--- config.mk ---
export PLATFORM = sky130hd
export DESIGN_NAME = vme_a24_slot_matcher
export DESIGN_NICKNAME = d
export VERILOG_FILES = /design/src/rtl/vme_slot_match_pkg.sv /design/src/rtl/vme_sync_ff.sv /design/src/rtl/vme_a24_slot_matcher.sv
export SDC_FILE = /design/constraint.sdc
export NUM_CORES = 1
export LEC_CHECK = 0
export ABC_AREA = 1
export CORE_MARGIN = 2
export CORE_UTILIZATION = 44
export CTS_BUF_LIST = sky130_fd_sc_hd__clkbuf_8 sky130_fd_sc_hd__clkbuf_16
export CTS_CLUSTER_DIAMETER = 40
export DETAILED_ROUTE_END_ITERATION = 12
export PLACE_DENSITY = 0.8
export SLEW_MARGIN = 20
export SYNTH_ARGS = -nofsm -noshare
export SYNTH_HDL_FRONTEND = slang
export SYNTH_SLANG_ARGS = --single-unit
export TNS_END_PERCENT = 50
--- constraint.sdc ---
create_clock -name clk_i -period 1.73 [get_ports clk_i]
set_clock_uncertainty 0.15 [all_clocks]
set_input_delay 0.346 -clock clk_i [delete_from_list [all_inputs] [get_ports clk_i]]
set_output_delay 0.346 -clock clk_i [all_outputs]
set_load 0.02 [all_outputs]
--- src/rtl/vme_slot_match_pkg.sv ---
// Shared types and constants for the VME A24 slot matcher.
//   state_e             : matcher FSM states
//   AM_A24_*            : A24 single-cycle address modifier codes accepted
//   BAR_NONE            : base byte meaning "slot unknown"
//   am_is_a24_single()  : true for the four accepted AM codes
package vme_slot_match_pkg;

    typedef enum logic [1:0] {
        IDLE     = 2'd0,
        DECODE   = 2'd1,
        SELECTED = 2'd2,
        WAIT_AS  = 2'd3
    } state_e;

    localparam int unsigned AM_W   = 6;
    localparam int unsigned ADDR_W = 23;
    localparam int unsigned OFFS_W = 18;
    localparam int unsigned BAR_W  = 8;

    localparam logic [AM_W-1:0]  AM_A24_NP_DATA  = 6'h39;
    localparam logic [AM_W-1:0]  AM_A24_NP_PROG  = 6'h3A;
    localparam logic [AM_W-1:0]  AM_A24_SUP_DATA = 6'h3D;
    localparam logic [AM_W-1:0]  AM_A24_SUP_PROG = 6'h3E;
    localparam logic [BAR_W-1:0] BAR_NONE        = 8'h00;

    // Block transfers and every non-A24 code fall outside this set.
    function automatic logic am_is_a24_single(input logic [AM_W-1:0] am);
        return (am == AM_A24_NP_DATA)  || (am == AM_A24_NP_PROG) ||
               (am == AM_A24_SUP_DATA) || (am == AM_A24_SUP_PROG);
    endfunction

endpackage

--- src/rtl/vme_sync_ff.sv ---
// N-stage synchronizer for asynchronous active-low VME strobes.
// Resets to 1 so the strobe reads inactive out of reset.
//   clk_i   : destination clock
//   rst_n_i : async active-low reset
//   d_i     : asynchronous input
//   q_o     : synchronized output (last stage)
module vme_sync_ff #(
    parameter int unsigned STAGES = 2
) (
    input  logic clk_i,
    input  logic rst_n_i,
    input  logic d_i,
    output logic q_o
);

    logic [STAGES-1:0] ff_q;
    logic [STAGES-1:0] ff_d;

    // Shift chain: stage 0 captures the raw input.
    always_comb begin
        ff_d = {ff_q[STAGES-2:0], d_i};
    end

    always_ff @(posedge clk_i or negedge rst_n_i) begin
        if (!rst_n_i) begin
            ff_q <= '1;
        end else begin
            ff_q <= ff_d;
        end
    end

    assign q_o = ff_q[STAGES-1];

endmodule

--- src/rtl/vme_a24_slot_matcher.sv ---
// Decides once per VME cycle whether an A24 single-cycle access targets this
// board (A[23:19] == bar_i[7:3]) and holds the selection until the local
// slave reports done or the master releases AS*.
// Optional feature: define VME_SLOT_MATCH_TIMEOUT_EN to add a SELECTED
// watchdog that pulses timeout_o after TIMEOUT_CYCLES cycles.
//   clk_i, rst_n_i              : clock, async active-low reset
//   vme_as_n_i                  : async AS*, synchronized internally
//   vme_am_i/addr_i/write_n_i   : VME cycle qualifiers, latched on AS* fall
//   bar_i                       : slot base byte, sampled in DECODE only
//   done_i                      : local slave completion pulse
//   sel_o, addr_o, write_o      : selection and latched cycle attributes
//   miss_o, abort_o, timeout_o  : single-cycle status pulses
module vme_a24_slot_matcher
    import vme_slot_match_pkg::*;
#(
    parameter int unsigned SYNC_STAGES    = 2,
    parameter int unsigned TIMEOUT_CYCLES = 255
) (
    input  logic        clk_i,
    input  logic        rst_n_i,
    input  logic        vme_as_n_i,
    input  logic [5:0]  vme_am_i,
    input  logic [22:0] vme_addr_i,
    input  logic        vme_write_n_i,
    input  logic [7:0]  bar_i,
    input  logic        done_i,
    output logic        sel_o,
    output logic [17:0] addr_o,
    output logic        write_o,
    output logic        miss_o,
    output logic        abort_o,
    output logic        timeout_o
);

    logic as_s;

    vme_sync_ff #(.STAGES(SYNC_STAGES)) u_as_sync (
        .clk_i   (clk_i),
        .rst_n_i (rst_n_i),
        .d_i     (vme_as_n_i),
        .q_o     (as_s)
    );

    state_e            state_q, state_d;
    logic              as_prev_q, as_prev_d;
    logic [ADDR_W-1:0] addr_lat_q, addr_lat_d;
    logic [AM_W-1:0]   am_q, am_d;
    logic              wr_q, wr_d;
    logic              sel_q, sel_d;
    logic              miss_q, miss_d;
    logic              abort_q, abort_d;
    logic              timeout_q, timeout_d;
    logic              as_fall;
    logic              hit;
    logic              unused_bits;

`ifdef VME_SLOT_MATCH_TIMEOUT_EN
    localparam int unsigned CNT_RAW = $clog2(TIMEOUT_CYCLES + 1);
    localparam int unsigned CNT_W   = (CNT_RAW < 8) ? 8 : CNT_RAW;
    localparam logic [CNT_W-1:0] CNT_LAST = CNT_W'(TIMEOUT_CYCLES - 1);
    logic [CNT_W-1:0] cnt_q, cnt_d;
    assign unused_bits = ^bar_i[2:0];
`else
    assign unused_bits = ^{bar_i[2:0], 32'(TIMEOUT_CYCLES)};
`endif

    assign as_fall = as_prev_q && !as_s;
    assign hit     = (addr_lat_q[ADDR_W-1:OFFS_W] == bar_i[7:3]) &&
                     (bar_i != BAR_NONE) && am_is_a24_single(am_q);

    // Next-state and registered-output logic.
    always_comb begin
        state_d    = state_q;
        as_prev_d  = as_s;
        addr_lat_d = addr_lat_q;
        am_d       = am_q;
        wr_d       = wr_q;
        miss_d     = 1'b0;
        abort_d    = 1'b0;
        timeout_d  = 1'b0;
`ifdef VME_SLOT_MATCH_TIMEOUT_EN
        cnt_d      = '0;
`endif
        unique case (state_q)
            IDLE: begin
                if (as_fall) begin
                    addr_lat_d = vme_addr_i;
                    am_d       = vme_am_i;
                    wr_d       = !vme_write_n_i;
                    state_d    = DECODE;
                end
            end
            DECODE: begin
                if (hit) begin
                    state_d = SELECTED;
                end else begin
                    miss_d  = 1'b1;
                    state_d = WAIT_AS;
                end
            end
            SELECTED: begin
`ifdef VME_SLOT_MATCH_TIMEOUT_EN
                cnt_d = cnt_q + CNT_W'(1);
`endif
                // done_i has priority over both AS* release and timeout.
                if (done_i) begin
                    state_d = WAIT_AS;
                end else if (as_s) begin
                    abort_d = 1'b1;
                    state_d = IDLE;
                end
`ifdef VME_SLOT_MATCH_TIMEOUT_EN
                else if (cnt_q == CNT_LAST) begin
                    timeout_d = 1'b1;
                    state_d   = WAIT_AS;
                end
`endif
            end
            WAIT_AS: begin
                if (as_s) begin
                    state_d = IDLE;
                end
            end
            default: state_d = IDLE;
        endcase
        sel_d = (state_d == SELECTED);
    end

    always_ff @(posedge clk_i or negedge rst_n_i) begin
        if (!rst_n_i) begin
            state_q    <= IDLE;
            as_prev_q  <= 1'b1;
            addr_lat_q <= '0;
            am_q       <= '0;
            wr_q       <= 1'b0;
            sel_q      <= 1'b0;
            miss_q     <= 1'b0;
            abort_q    <= 1'b0;
            timeout_q  <= 1'b0;
        end else begin
            state_q    <= state_d;
            as_prev_q  <= as_prev_d;
            addr_lat_q <= addr_lat_d;
            am_q       <= am_d;
            wr_q       <= wr_d;
            sel_q      <= sel_d;
            miss_q     <= miss_d;
            abort_q    <= abort_d;
            timeout_q  <= timeout_d;
        end
    end

`ifdef VME_SLOT_MATCH_TIMEOUT_EN
    always_ff @(posedge clk_i or negedge rst_n_i) begin
        if (!rst_n_i) begin
            cnt_q <= '0;
        end else begin
            cnt_q <= cnt_d;
        end
    end
`endif

    assign sel_o     = sel_q;
    assign addr_o    = addr_lat_q[OFFS_W-1:0];
    assign write_o   = wr_q;
    assign miss_o    = miss_q;
    assign abort_o   = abort_q;
    assign timeout_o = timeout_q;

endmodule
==> parameters.txt, run 1 <==
Parameter                              Value

Status
  Status    complete, no violations

Route
  Detail-routed net length per standard cell    11.7 um
  Residual antenna-violating net count after detailed routing    0
  DRC    0
  Vias    1146
  Avg Vias per Cell    4.46
  TritonRoute pass-1 iters    4
  Final wirelength    3010 um
  DRC marker count from the first detailed-route iteration    23

Placement
  HPWL reported at the end of detailed placement    2260 um
  Global placer's final weighted congestion    0.763
  Total instance count after detailed placement    248
  Buffers on Ports    62

Min path
  Class of the tightest hold or removal check    reg -> reg

Synth
  Syn Std Cell Area    1750 um2
  Post-Syn Nets    200
  Cell accounting for the most synthesized area    sky130_fd_sc_hd__dfrtp_1
  Unique cell type count in the Yosys netlist    18
  Top post-synthesis cells by area    sky130_fd_sc_hd__dfrtp_1, sky130_fd_sc_hd__mux2_4, sky130_fd_sc_hd__buf_4, sky130_fd_sc_hd__nand2_1, sky130_fd_sc_hd__dfstp_2
  Warnings from Yosys    0
  Seq/Total Area, Yosys    53.0%
  Synthesized area divided by synthesized cell count    11.1 um2
  Gate Count Post-Synth    158
  Post-synthesis register bit count    37
  Top cell type's share of synthesized area    48.5%

Clock network
  Maximum count of clock buffers along a single path    2
  CTS clk-pin slew, worst paths    0.07 ns
  Postcts setup bufs    0
  Root buffer selected by CTS    sky130_fd_sc_hd__clkbuf_8
  Total number of clock tree sinks    37
  Depth of the CTS H-tree    2
  Clock latency on the worst-skew pair    0.28 ns
  TritonCTS buffer count    5
  Clock tree from TritonCTS    done

Finish
  Total number of nets in the final design    250
  Most used cells in the layout excluding fill and tap cells    sky130_fd_sc_hd__clkdlybuf4s50_1, sky130_fd_sc_hd__dfrtp_1, sky130_fd_sc_hd__nand2_1
  Commonest non-fill, non-tap cell in the layout    sky130_fd_sc_hd__clkdlybuf4s50_1
  Final instance count without filler cells    257
  Proportion of layout cells with a drive suffix above 1    17.2%
  Post-Route Utilization    63.2%
  Fill cell total of the finished layout    314
  P&R area growth vs syn    34.8%
  Count of inserted antenna diode cells    0

Power and ir drop
  Switching share of power    34.2%
  Sequential Power Share    40.8%
  Static Leakage    1.23 nW
  Total internal power    2.38 mW
  Power dissipated by switching net loads    1.24 mW
  Clock group share of total power    15.3%
  Power density over the cells    1530 nW/um2
  Maximum resistive drop on vdd    0.778 mV
  Overall power after layout    3.61 mW
  Combinational cell fraction of total power    43.8%

STA
  Final period utilization    97.3%
  RSZ-0062 raised after global routing    no
  Hold Vio Cnt, Final    0
  FMAX    594 MHz
  Final setup violation count    0
  Final critical path time including I/O delays and setup    1.68 ns
  Fin. max-slew vios    0
  Worst-case hold slack    0.207 ns

Global routing
  Tot GR Track Use    15.4%
  Congestion Overflow GR    0
  Number of antenna violations at the first check in global routing    0
  Global-route wire length before repair    5050 um
  Via count of the first global-routing pass    1164
  Largest net degree at the start of global routing    30

Setup path
  Peak fanout along the critical path    1
  Slowest cell on the critical path    sky130_fd_sc_hd__clkdlybuf4s50_1
  Worst endpoint data arrival time    1.19 ns
  CP Cell Sequence    clkdlybuf4s50_1
  Worst path bufs/invs    1
  Stage delay of the slowest cell on the critical path    0.59 ns
  Largest delay share family, worst path    buffers and inverters
  Kind of capture point of the worst setup path    primary output
  Register-to-Register Setup Slack    0.24 ns
  Critical path start-end classification    reg -> out
  Critical Path Start Type    flop
  Required time worst endpoint    1.23 ns

Die
  Count of standard-cell rows    22
  Die Footprint    4510 um2
  Die height    67.1 um
  I/O Pins    65
  Effective utilization at floorplan    46.9%
  Die extent in x    67.1 um
  Core area    3740 um2

Flow run
  Max-capacitance violation count    0
## flip-flops by register name, summed over array words and instances (netlist names)
register and cells:
addr_lat_q 23, am_q 5, state_q 2, u_as_sync.ff_q 2, abort_o 1, as_prev_q 1, miss_o 1, sel_o 1
write_o 1
## cell usage after synthesis
cell and n:
sky130_fd_sc_hd__and2_1 1, sky130_fd_sc_hd__nand3_2 1, sky130_fd_sc_hd__xor2_1 1, sky130_fd_sc_hd__nand2_1 25
sky130_fd_sc_hd__inv_1 17, sky130_fd_sc_hd__buf_4 19, sky130_fd_sc_hd__a21oi_1 7, sky130_fd_sc_hd__buf_6 4
sky130_fd_sc_hd__dfrtp_1 34, sky130_fd_sc_hd__mux2_4 21, sky130_fd_sc_hd__nor2_1 17, sky130_fd_sc_hd__nand3_1 3
sky130_fd_sc_hd__conb_1 1, sky130_fd_sc_hd__nand4_1 1, sky130_fd_sc_hd__o21ai_0 1, sky130_fd_sc_hd__o21ai_1 1
sky130_fd_sc_hd__nor3_1 1, sky130_fd_sc_hd__dfstp_2 3
## what timing repair did
| action | 4_1_cts | 5_1_grt |
|---|---|---|
| hold buffers | 1 | 0 |
| hold endpoints to repair | 13 | 0 |
| endpoints found under the setup margin | 18 | 2 |
| resized for setup | 18 | 2 |
## routing by layer
metal	vias up	global-route usage, %	share of wire [%]	routed length (um)
met3	4	4.17	5.6	170
met5	-	0	0	0
met1	534	18.2	43	1300
li1	573	-	-	-
met4	0	8.42	1.9	57
met2	35	25.6	49	1480
## layout make-up
class | instances | area, um2 | area share, %
clock inverter | 3 | 13.8 | 0.582
multi-input combinational | 81 | 573 | 24.2
tap | 48 | 60.1 | 2.54
inverter | 17 | 63.8 | 2.70
sequential | 37 | 930 | 39.3
timing repair buffer | 66 | 656 | 27.7
clock buffer | 5 | 68.8 | 2.91
## power by group through the flow
stage          combinational (mW)  clock [mW]  sequential, mW
6_report                     1.58       0.555            1.48
5_1_grt                      1.73       0.614            1.53
4_1_cts                      1.62       0.583            1.48
3_5_place_dp                 1.76           0            1.49
3_3_place_gp                 1.72           0            1.48
2_1_floorplan                1.33           0            1.49
## per-stage QoR
stage	area (um2)	worst slack, ns	TNS (ns)
floorplan	1750	0.323	0
global placement	2290	0.00443	0
detailed placement	2290	-0.0420	-0.0425
CTS	2360	0.000357	0
global route	2360	0.00890	0
finish	2360	0.0472	0
## worst paths after layout
path | start | to | cells after the start
max in group asynchronous | rst_n_i | addr_lat_q[5]$_DFFE_PN0P_ | 3
setup / recovery | miss_o$_DFF_PN0_ | miss_o | 1
hold / removal | u_as_sync.ff_q[0]$_DFF_PN1_ | u_as_sync.ff_q[1]$_DFF_PN1_ | 0
hold reg to reg | u_as_sync.ff_q[0]$_DFF_PN1_ | u_as_sync.ff_q[1]$_DFF_PN1_ | 0
min in group asynchronous | rst_n_i | state_q[1]$_DFF_PN0_ | 2
setup reg to reg | u_as_sync.ff_q[1]$_DFF_PN1_ | addr_lat_q[4]$_DFFE_PN0P_ | 4
## kinds of logic (layout without fill, tap and decap cells)
kind of cell	after synthesis	after routing	share of synthesized area, %
xor+xnor	1	1	0.499
simple gates	49	49	11.4
flops	37	37	53.0
buf+inv	40	91	14.3
compound gates	9	9	2.57
other cells	1	1	0.214
mux	21	21	18.0
Power figures use the tool's default switching activity.
==> run 2, diff against run 1 <==
Settings changed: ABC_AREA 1 to not set, CORE_UTILIZATION 44 to 43, PLACE_DENSITY 0.8 to 0.79.
==> run 2 against run 1 <==
Compared with the run above:
- the flow now finishes with violations (negative setup slack)
- sequential power is essentially flat
- worst setup slack worse by 0.088 ns
- routed wire length up 8.8%
==> parameters.txt, run 2 <==
Parameter                              Value

STA
  Fin. max-slew vios    0
  Final critical path time including I/O delays and setup    1.77 ns
  Hold Vio Cnt, Final    0
  Worst-case hold slack    0.210 ns
  Final setup violation count    19
  Final period utilization    102%
  FMAX    565 MHz
  Slack of the critical path    -0.0406 ns
  RSZ-0062 raised after global routing    yes

Global routing
  Number of antenna violations at the first check in global routing    0
  Congestion Overflow GR    0
  Largest net degree at the start of global routing    38
  Global-route wire length before repair    5350 um
  Via count of the first global-routing pass    1253
  Tot GR Track Use    16.6%

Clock network
  Root buffer selected by CTS    sky130_fd_sc_hd__clkbuf_8
  Clock tree from TritonCTS    done
  Clock latency on the worst-skew pair    0.28 ns
  Maximum count of clock buffers along a single path    2
  CTS clk-pin slew, worst paths    0.07 ns
  Total number of clock tree sinks    37
  Depth of the CTS H-tree    2
  TritonCTS buffer count    5

Synth
  Unique cell type count in the Yosys netlist    23
  Gate Count Post-Synth    118
  Top cell type's share of synthesized area    51.9%
  Leading cell types by count after synthesis    sky130_fd_sc_hd__dfrtp_1, sky130_fd_sc_hd__mux2_2, sky130_fd_sc_hd__buf_4
  Cell accounting for the most synthesized area    sky130_fd_sc_hd__dfrtp_1
  EDFF count, synth    0
  Post-synthesis register bit count    37
  Warnings from Yosys    0
  Most repeated cell in the gate-level netlist after synthesis    sky130_fd_sc_hd__dfrtp_1
  Synthesized area divided by synthesized cell count    13.9 um2
  Top post-synthesis cells by area    sky130_fd_sc_hd__dfrtp_1, sky130_fd_sc_hd__mux2_2, sky130_fd_sc_hd__buf_4, sky130_fd_sc_hd__dfstp_2, sky130_fd_sc_hd__xor2_1
  Seq/Total Area, Yosys    56.8%
  Syn Std Cell Area    1640 um2
  Most instantiated flip-flop cell in the synthesis netlist    sky130_fd_sc_hd__dfrtp_1
  Post-Syn Nets    160
  Fraction of registers with async set/reset    100%

Power and ir drop
  Static Leakage    1.11 nW
  Power density over the cells    1570 nW/um2
  Maximum resistive drop on vdd    0.860 mV

Flow run
  Max-capacitance violation count    0

Die
  Die Footprint    4320 um2
  Core area    3660 um2
  Die extent in x    65.7 um
  Count of standard-cell rows    22
  Effective utilization at floorplan    44.7%
  I/O Pins    65
  Die height    65.7 um

Finish
  Max FFs per register    23
  Proportion of layout cells with a drive suffix above 1    33.1%
  Post-Route Utilization    65.9%
  Top flop regs    addr_lat_q x23, am_q x5
  Commonest non-fill, non-tap cell in the layout    sky130_fd_sc_hd__clkdlybuf4s50_1
  Fill cell total of the finished layout    293
  Total number of nets in the final design    216
  Count of inserted antenna diode cells    0
  Most used cells in the layout excluding fill and tap cells    sky130_fd_sc_hd__clkdlybuf4s50_1, sky130_fd_sc_hd__dfrtp_1, sky130_fd_sc_hd__mux2_2
  P&R area growth vs syn    47.3%
  Final instance count without filler cells    223
  Largest register by flop count    addr_lat_q

Setup path
  Kind of capture point of the worst setup path    flop
  Critical R2R Capture    state_q[0]$_DFF_PN0_
  Peak fanout along the critical path    2
  Worst r2r src    am_q[1]$_DFFE_PN0P_
  Critical Path Start Type    flop
  Register-to-Register Setup Slack    -0.04 ns
  Launch point of the critical path    am_q[1]$_DFFE_PN0P_
  Worst endpoint data arrival time    1.77 ns
  Number of cell instances on the worst register-to-register path    4
  Worst setup path end    state_q[0]$_DFF_PN0_
  Critical path start-end classification    reg -> reg
  Required time worst endpoint    1.73 ns

Status
  Violated checks    negative setup slack
  Status    finished with violations

Placement
  Total instance count after detailed placement    209
  Buffers on Ports    62
  Global placer's final weighted congestion    0.744
  HPWL reported at the end of detailed placement    2360 um

Route
  Residual antenna-violating net count after detailed routing    0
  Final wirelength    3270 um
  Vias    1076
  TritonRoute pass-1 iters    3
  DRC    0
  Detail-routed net length per standard cell    14.7 um
  DRC marker count from the first detailed-route iteration    45
  Avg Vias per Cell    4.83

Min path
  Class of the tightest hold or removal check    reg -> reg
[run 2: metrics by stage]
stage | TNS, ns | setup slack (ns) | total power [mW] | instance area [um2]
floorplan | 0 | 0.0805 | 2.59 | 1640
global placement | -0.601 | -0.368 | 2.99 | 2200
detailed placement | -1.12 | -0.493 | 3.05 | 2200
CTS | -0.238 | -0.0386 | 3.79 | 2340
global route | -1.72 | -0.119 | 4.01 | 2410
finish | -0.350 | -0.0406 | 3.78 | 2410
[run 2: what timing repair did]
action,CTS,global route
pin swaps,3,0
buffers inserted,1,3
hold buffers,1,0
endpoints found under the hold margin,34,0
endpoints found under the setup margin,48,32
cloned,0,1
resized for setup,27,7
[run 2: final cells by class]
cell class                 instances  area (um2)  share of cell area [%]
clock buffer                       5        68.8                    2.85
clock inverter                     3        65.1                    2.70
inverter                           3        11.3                   0.467
multi-input combinational         55         561                    23.2
sequential                        37         930                    38.5
tap                               48        60.1                    2.49
timing repair buffer              72         717                    29.7
[run 2: cell families after synthesis]
family / Yosys count / synth area share (%)
flip-flops: 37 / 56.8
multiplexers: 31 / 21.9
buffers and inverters: 26 / 10.5
AND/OR/NAND/NOR: 15 / 6.72
XOR/XNOR: 6 / 3.21
AO/OA/AOI/OAI: 2 / 0.611
other: 1 / 0.229
[run 2: worst min-delay path by stage]
stage	start	to	slack, ns	cells after the start
3_5_place_dp	u_as_sync.ff_q[0]$_DFF_PN1_	u_as_sync.ff_q[1]$_DFF_PN1_	0.20	0
5_1_grt	u_as_sync.ff_q[0]$_DFF_PN1_	u_as_sync.ff_q[1]$_DFF_PN1_	0.22	0
3_3_place_gp	u_as_sync.ff_q[0]$_DFF_PN1_	u_as_sync.ff_q[1]$_DFF_PN1_	0.20	0
4_1_cts	u_as_sync.ff_q[0]$_DFF_PN1_	u_as_sync.ff_q[1]$_DFF_PN1_	0.21	0
6_report	u_as_sync.ff_q[0]$_DFF_PN1_	u_as_sync.ff_q[1]$_DFF_PN1_	0.21	0
2_1_floorplan	rst_n_i	abort_o$_DFF_PN0_	-0.1	0
[run 2: metal layers]
| layer | track usage [%] | wire length (um) |
|---|---|---|
| met3 | 5.65 | 235 |
| met4 | 8.33 | 57 |
| met5 | 0 | 0 |
| met2 | 30.3 | 1740 |
| met1 | 16.5 | 1240 |
[run 2: where the power goes]
| part | leakage (nW) | internal [mW] | switching, mW |
|---|---|---|---|
| combinational | 0.596 | 0.753 | 0.681 |
| clock | 0.0681 | 0.572 | 0.294 |
| sequential | 0.445 | 1.25 | 0.226 |
[run 2: worst max-delay path: stages (launching register included)]
cell and delay, ns:
sky130_fd_sc_hd__dfrtp_1 0.39, sky130_fd_sc_hd__xnor2_1 0.17, sky130_fd_sc_hd__nor4_4 0.33, sky130_fd_sc_hd__nand3_2 0.14, sky130_fd_sc_hd__mux4_2 0.47
